===== config.mk =====
export PLATFORM = sky130hd
export DESIGN_NAME = flappy_world
export DESIGN_NICKNAME = d
export VERILOG_FILES = /design/src/rtl/flappy_pkg.sv /design/src/rtl/flappy_world_lfsr16.sv /design/src/rtl/flappy_world.sv
export SDC_FILE = /design/constraint.sdc
export NUM_CORES = 1
export LEC_CHECK = 0
export CAP_MARGIN = 10
export CORE_MARGIN = 2
export CORE_UTILIZATION = 62
export CTS_BUF_LIST = sky130_fd_sc_hd__clkbuf_4 sky130_fd_sc_hd__clkbuf_8
export CTS_CLUSTER_SIZE = 10
export DETAILED_ROUTE_END_ITERATION = 8
export HOLD_SLACK_MARGIN = 0.08
export PLACE_DENSITY = 0.89
export SYNTH_ARGS = -nofsm -noshare
export SYNTH_HDL_FRONTEND = slang
export SYNTH_SLANG_ARGS = --single-unit

===== constraint.sdc =====
create_clock -name Clk -period 7.5 [get_ports Clk]
set_input_delay 0.75 -clock Clk [delete_from_list [all_inputs] [get_ports Clk]]
set_output_delay 0.75 -clock Clk [all_outputs]
set_load 0.05 [all_outputs]

===== src/rtl/flappy_pkg.sv =====
// Shared game-world constants, controller state encodings and coordinate helpers.
// Imported by the world kinematics block and the game-control FSM.
`timescale 1ns/1ps
package flappy_pkg;

  localparam int COORD_W     = 10;
  localparam int SCREEN_W    = 640;
  localparam int SCREEN_H    = 480;
  localparam int BIRD_HALF   = 10;
  localparam int PIPE_HALF_W = 50;
  localparam int GAP_H       = 150;
  localparam int FALL_LIMIT  = 1000;
  localparam int VEL_W       = 6;

  typedef logic [COORD_W-1:0]      coord_t;
  typedef logic signed [VEL_W-1:0] vel_t;

  typedef enum logic [2:0] {
    CTRL_I    = 3'b001,
    CTRL_GAME = 3'b010,
    CTRL_END  = 3'b100
  } ctrl_state_e;

  // Saturate a signed intermediate onto the 10-bit screen coordinate range.
  function automatic coord_t clamp_coord(input logic signed [11:0] v);
    coord_t r;
    if (v < 12'sd0) begin
      r = '0;
    end else if (v > 12'sd1023) begin
      r = '1;
    end else begin
      r = v[COORD_W-1:0];
    end
    return r;
  endfunction

endpackage


===== src/rtl/flappy_world_lfsr16.sv =====
// 16-bit Fibonacci LFSR (taps 16,14,13,11) with enable and synchronous reset to seed.
`timescale 1ns/1ps
module lfsr16 #(
  parameter logic [15:0] SEED = 16'hACE1
) (
  input  logic        clk_i,
  input  logic        rst_i,
  input  logic        en_i,
  output logic [15:0] state_o
);

  logic [15:0] state_q;
  logic [15:0] state_d;
  logic        fb;

  assign fb = state_q[15] ^ state_q[13] ^ state_q[12] ^ state_q[10];

  always_comb begin
    state_d = state_q;
    if (en_i) begin
      state_d = {state_q[14:0], fb};
    end
  end

  always_ff @(posedge clk_i) begin
    if (rst_i) begin
      state_q <= SEED;
    end else begin
      state_q <= state_d;
    end
  end

  assign state_o = state_q;

endmodule


===== src/rtl/flappy_world.sv =====
// Game-world kinematics: bird height/velocity and two scrolling pipes, updated once per physics tick.
// Positions register on the edge that ends a Tick cycle; the controller state selects init/run/freeze.
`timescale 1ns/1ps
module flappy_world
  import flappy_pkg::*;
#(
  parameter int TICK_DIV     = 833333,
  parameter int BIRD_X       = 160,
  parameter int BIRD_Y0      = 240,
  parameter int GRAVITY      = 1,
  parameter int FLAP_VEL     = -8,
  parameter int VMAX         = 10,
  parameter int PIPE_SPEED   = 2,
  parameter int PIPE_X0      = 640,
  parameter int PIPE_SPACING = 360,
  parameter int GAP_MIN      = 40,
  parameter int GAP_Y0       = 200
) (
  input  logic               Clk,
  input  logic               Reset,
  input  logic               q_I,
  input  logic               q_EN,
  input  logic               q_End,
  input  logic               Flap,
  output logic [COORD_W-1:0] XBird,
  output logic [COORD_W-1:0] YBird,
  output logic [COORD_W-1:0] XPipe1,
  output logic [COORD_W-1:0] YPipe1,
  output logic [COORD_W-1:0] XPipe2,
  output logic [COORD_W-1:0] YPipe2,
  output logic               Tick
);

  localparam int                CNT_W    = $clog2(TICK_DIV + 1);
  localparam logic [CNT_W-1:0]  CNT_LAST = CNT_W'(TICK_DIV - 1);
  localparam coord_t            Y0       = coord_t'(BIRD_Y0);
  localparam coord_t            X1_0     = coord_t'(PIPE_X0);
  localparam coord_t            X2_0     = coord_t'(PIPE_X0 + PIPE_SPACING);
  localparam coord_t            GAP0     = coord_t'(GAP_Y0);
  localparam coord_t            SPEED    = coord_t'(PIPE_SPEED);
  localparam vel_t              FLAP_V   = vel_t'(FLAP_VEL);
  localparam vel_t              VMAX_V   = vel_t'(VMAX);
  localparam logic signed [6:0] VMAX_W   = 7'(VMAX);
  localparam logic signed [6:0] GRAV_W   = 7'(GRAVITY);

  logic [CNT_W-1:0] cnt_q, cnt_d;
  logic             tick_q, tick_d;
  coord_t           ybird_q, ybird_d;
  coord_t           xp1_q, xp1_d, yp1_q, yp1_d;
  coord_t           xp2_q, xp2_d, yp2_q, yp2_d;
  vel_t             vel_q, vel_d;
  logic             pend_q, pend_d;
  logic             hist_q;

  logic [15:0]         lfsr_state;
  logic                lfsr_unused_hi;
  ctrl_state_e         ctrl;
  logic                flap_rise;
  logic signed [6:0]   vel_inc;
  vel_t                vel_fall, vel_tick;
  logic signed [11:0]  y_sum;
  coord_t              gap_new, xp1_step, xp2_step;
  logic                xp1_wrap, xp2_wrap;

  lfsr16 #(.SEED(16'hACE1)) u_lfsr (
    .clk_i   (Clk),
    .rst_i   (Reset),
    .en_i    (1'b1),
    .state_o (lfsr_state)
  );

  assign lfsr_unused_hi = ^lfsr_state[15:8];

  assign ctrl      = ctrl_state_e'({q_End, q_EN, q_I});
  assign flap_rise = Flap & ~hist_q;

  assign vel_inc  = 7'(vel_q) + GRAV_W;
  assign vel_fall = (vel_inc > VMAX_W) ? VMAX_V : vel_inc[VEL_W-1:0];
  assign vel_tick = (pend_q | flap_rise) ? FLAP_V : vel_fall;
  assign y_sum    = $signed({2'b00, ybird_q}) + 12'(vel_tick);

  // Pipe 1 respawns behind pipe 2's old X; pipe 2 respawns behind pipe 1's new X.
  assign gap_new  = coord_t'(GAP_MIN) + coord_t'(lfsr_state[7:0]);
  assign xp1_wrap = (xp1_q <= SPEED);
  assign xp2_wrap = (xp2_q <= SPEED);
  assign xp1_step = xp1_wrap ? xp2_q + coord_t'(PIPE_SPACING - PIPE_SPEED) : xp1_q - SPEED;
  assign xp2_step = xp2_wrap ? xp1_step + coord_t'(PIPE_SPACING) : xp2_q - SPEED;

  always_comb begin
    cnt_d   = (cnt_q == CNT_LAST) ? '0 : cnt_q + 1'b1;
    tick_d  = (cnt_q == CNT_LAST);
    ybird_d = ybird_q;
    xp1_d   = xp1_q;
    yp1_d   = yp1_q;
    xp2_d   = xp2_q;
    yp2_d   = yp2_q;
    vel_d   = vel_q;
    pend_d  = pend_q;
    case (ctrl)
      CTRL_I: begin
        ybird_d = Y0;
        xp1_d   = X1_0;
        yp1_d   = GAP0;
        xp2_d   = X2_0;
        yp2_d   = GAP0;
        vel_d   = '0;
        pend_d  = 1'b0;
      end
      CTRL_GAME: begin
        if (tick_q) begin
          vel_d   = vel_tick;
          pend_d  = 1'b0;
          ybird_d = clamp_coord(y_sum);
          xp1_d   = xp1_step;
          xp2_d   = xp2_step;
          if (xp1_wrap) yp1_d = gap_new;
          if (xp2_wrap) yp2_d = gap_new;
        end else begin
          pend_d = pend_q | flap_rise;
        end
      end
      default: begin
        pend_d = 1'b0;
      end
    endcase
  end

  always_ff @(posedge Clk) begin
    if (Reset) begin
      cnt_q   <= '0;
      tick_q  <= 1'b0;
      ybird_q <= Y0;
      xp1_q   <= X1_0;
      yp1_q   <= GAP0;
      xp2_q   <= X2_0;
      yp2_q   <= GAP0;
      vel_q   <= '0;
      pend_q  <= 1'b0;
      hist_q  <= 1'b0;
    end else begin
      cnt_q   <= cnt_d;
      tick_q  <= tick_d;
      ybird_q <= ybird_d;
      xp1_q   <= xp1_d;
      yp1_q   <= yp1_d;
      xp2_q   <= xp2_d;
      yp2_q   <= yp2_d;
      vel_q   <= vel_d;
      pend_q  <= pend_d;
      hist_q  <= Flap;
    end
  end

  assign XBird  = coord_t'(BIRD_X);
  assign YBird  = ybird_q;
  assign XPipe1 = xp1_q;
  assign YPipe1 = yp1_q;
  assign XPipe2 = xp2_q;
  assign YPipe2 = yp2_q;
  assign Tick   = tick_q;

endmodule


==> results.yml <==
outcome:
  status: "finished clean"
cts:
  cts_sinks: 93
  h-tree-depth: 3
  ctsResizeCount: 0
  cts_buffer_depth: 2
  clkLatencyLatePin_ns: 0.37
  cts_tree: "done"
  cts_hold_buf: 0
  cts_buffers: 9
  cts.reportedPaths.clkPinSlew_ns: 0.10
  post_cts_buffers: 0
  clockRootBuffer: "clkbuf_8"
cells_and_area:
  drive_gt1_frac: 0.07373
  n_antenna_cell: 0
  nNetsFinal: 674
  final_cell_mix: "93 x dfxtp_1, 69 x nor2_1, 57 x nand2_1"
  area_growth_pct: 13.74
  final_common_cell: "dfxtp_1"
logic_synthesis:
  synth_cells: 607
  ys_seq_elements: 93
  yosys_warnings: 0
  synth_cell_type_count: 64
  synthArstFlopShare: 0
  syn_avg_cell_area_um2: 8.326
  synth_edf_count: 0
  synth-main-ff-cell: "dfxtp_1"
  synth.yosys.seq_area_share: 0.3684
  netlist_area_um2: 5054
critical_path:
  r2r_setup_slack_ns: 3.13
  critical_path_class: "reg2reg"
  reg2reg_depth: 17
  endpoint: "YBird[1]$_SDFFE_PP0P_"
  cp-start-kind: "register"
  crit_arrival_ns: 4.67
  crit_path_start: "vel_q[0]$_SDFFE_PP0P_"
  cp-end-kind: "register"
  r2r_end: "YBird[1]$_SDFFE_PP0P_"
  cp.required_ns: 7.80
  r2r_start: "vel_q[0]$_SDFFE_PP0P_"
  crit_fanout: 7
die:
  fp.dieArea_um2: 8889
  start_util: 0.6473
  die_w_um: 94.28
  rows: 32
  core_um2: 7807
  ioPinCount: 67
  die_h_um: 94.28
min_path:
  hold_depth: 1
  hold_path.class: "reg2reg"
power:
  p_total_uw: 960.9
  p_leak_uw: 0.002096
  peakVddDrop_mv: 0.1307
  power_density_nw_per_um2: 167.2
global_routing:
  grt_pass1_vias: 4303
  groute.usage.overall: 0.2734
  grt_pass1_wl_um: 19420
  antenna_found_initial: 0
  overflow: 0
  grt_max_degree: 74
timing:
  period_share: 0.5828
  worst_slew_pin_slew_ns: 1.041
  maxClockFrequency_ghz: 0.2288
  timing.final.crit_period_ns: 4.371
  hold_viol_final: 0
  setup_viol: 0
  rsz0062_at_grt: "false"
  slew-limit-headroom: 0.3015
  fin_skew_ns: 0.01560
  fin_setup_tns_ns: 0
  drv_slew: 0
route:
  vias: 4504
  vias_per_cell: 5.981
  drc: 0
  wirelength_um: 11650
  detail-route-antenna-nets: 0
  dr.first_iter.drc_count: 373
  dr.pass1.iters: 5
  wire_per_inst_um: 15.47
placed_design:
  gp_congestion: 0.8784
  dpl.hpwl_um: 8097
  numPortBuffers: 54
run:
  drv_cap: 0
-- per-stage QoR --
stage / cells / hold slack [ns] / cell area, um^2 / setup WS [ns] / util
after floorplan: 617 / 0.3895 / 5091 / 3.783 / -
after global placement: 737 / 0.3968 / 5560 / 3.310 / 0.7122
after detailed placement: 737 / 0.3998 / 5560 / 3.156 / 0.7122
after CTS: 753 / 0.4261 / 5748 / 3.225 / 0.7362
after global routing: 753 / 0.4479 / 5748 / 2.846 / 0.7362
final: 753 / 0.4262 / 5748 / 3.129 / 0.7362
-- area by class of cell --
type,instances,area [um^2]
clock buffer,9,123.9
clock inverter,7,63.81
fill,621,2059
inverter,18,67.56
multi-input combinational,466,2938
sequential,93,1862
tap,102,127.6
timing repair buffer,58,565.5
-- cells in the mapped netlist, types with 5 or more instances --
cell type / number / share of area
nand3_1: 28 / 0.028
nand2b_1: 9 / 0.011
xor2_1: 23 / 0.040
nand4_1: 5 / 0.0062
a22oi_1: 9 / 0.013
and3_1: 7 / 0.0087
dfxtp_1: 93 / 0.37
nor4_1: 5 / 0.0062
nor3_1: 16 / 0.016
a211o_1: 6 / 0.010
or2_2: 10 / 0.012
nor2b_1: 12 / 0.015
clkbuf_1: 19 / 0.014
inv_1: 18 / 0.013
o21ai_0: 15 / 0.015
nand2_1: 57 / 0.042
xnor2_1: 25 / 0.043
buf_4: 17 / 0.025
a21oi_1: 53 / 0.052
nor2_1: 69 / 0.051
or3_1: 8 / 0.0099
ha_1: 21 / 0.052
-- registers in the layout, indices dropped and copies added, names as in the netlist --
register	cells
cnt_q	20
u_lfsr.state_o	16
XPipe1	10
XPipe2	10
YBird	10
YPipe1	9
YPipe2	9
vel_q	6
Tick	1
hist_q	1
pend_q	1
-- worst min-delay path by stage --
stage	startpoint	end	slack (ns)
finish	u_lfsr.state_o[9]$_SDFF_PP0_	u_lfsr.state_o[10]$_SDFF_PP1_	0.43
floorplan	u_lfsr.state_o[9]$_SDFF_PP0_	u_lfsr.state_o[10]$_SDFF_PP1_	0.39
detailed placement	u_lfsr.state_o[9]$_SDFF_PP0_	u_lfsr.state_o[10]$_SDFF_PP1_	0.40
global route	u_lfsr.state_o[14]$_SDFF_PP0_	u_lfsr.state_o[15]$_SDFF_PP1_	0.45
global placement	u_lfsr.state_o[14]$_SDFF_PP0_	u_lfsr.state_o[15]$_SDFF_PP1_	0.40
CTS	u_lfsr.state_o[14]$_SDFF_PP0_	u_lfsr.state_o[15]$_SDFF_PP1_	0.43
-- logic make-up (layout without fill, tap and decap cells) --
group / Yosys count / after routing / share of synthesized area
flip-flops: 93 / 93 / 0.3684
AO/OA/AOI/OAI: 133 / 133 / 0.1778
adder cells (fa/ha/maj): 22 / 22 / 0.05595
other: 2 / 12 / 0.001486
AND/OR/NAND/NOR: 244 / 244 / 0.2369
buffers and inverters: 58 / 92 / 0.05769
XOR/XNOR: 48 / 48 / 0.08319
multiplexers: 7 / 7 / 0.01857
-- routing by layer --
metal	GRT usage	vias to the layer above	part of all wire
met3	0.06019	27	0.064
met4	0.1051	0	0.023
li1	-	2176	-
met5	0	-	0
met2	0.4750	167	0.49
met1	0.3283	2134	0.42
-- worst max-delay path: stages (launching register included) --
cell     delay (ns)
dfxtp_1        0.42
ha_1           0.24
nand3_1        0.16
a31oi_1        0.23
mux2i_1        0.10
nor3_1         0.42
nand2_1        0.10
nor2_1         0.16
ha_1           0.24
inv_1          0.07
fa_1           0.41
nor2b_1        0.16
o31ai_1        0.10
a21oi_1        0.21
a41oi_1        0.17
or4_1          0.59
a311o_1        0.40
a21oi_1        0.13
-- report_power, final --
| group | switching (uW) | leakage, uW | internal (uW) |
|---|---|---|---|
| Sequential | 8.45 | 0.000756 | 504 |
| Combinational | 78.5 | 0.00124 | 43.4 |
| Clock | 198 | 0.0000956 | 129 |
| Total | 284 | 0.00210 | 676 |
Note: power is estimated with default switching activity, not from simulation.
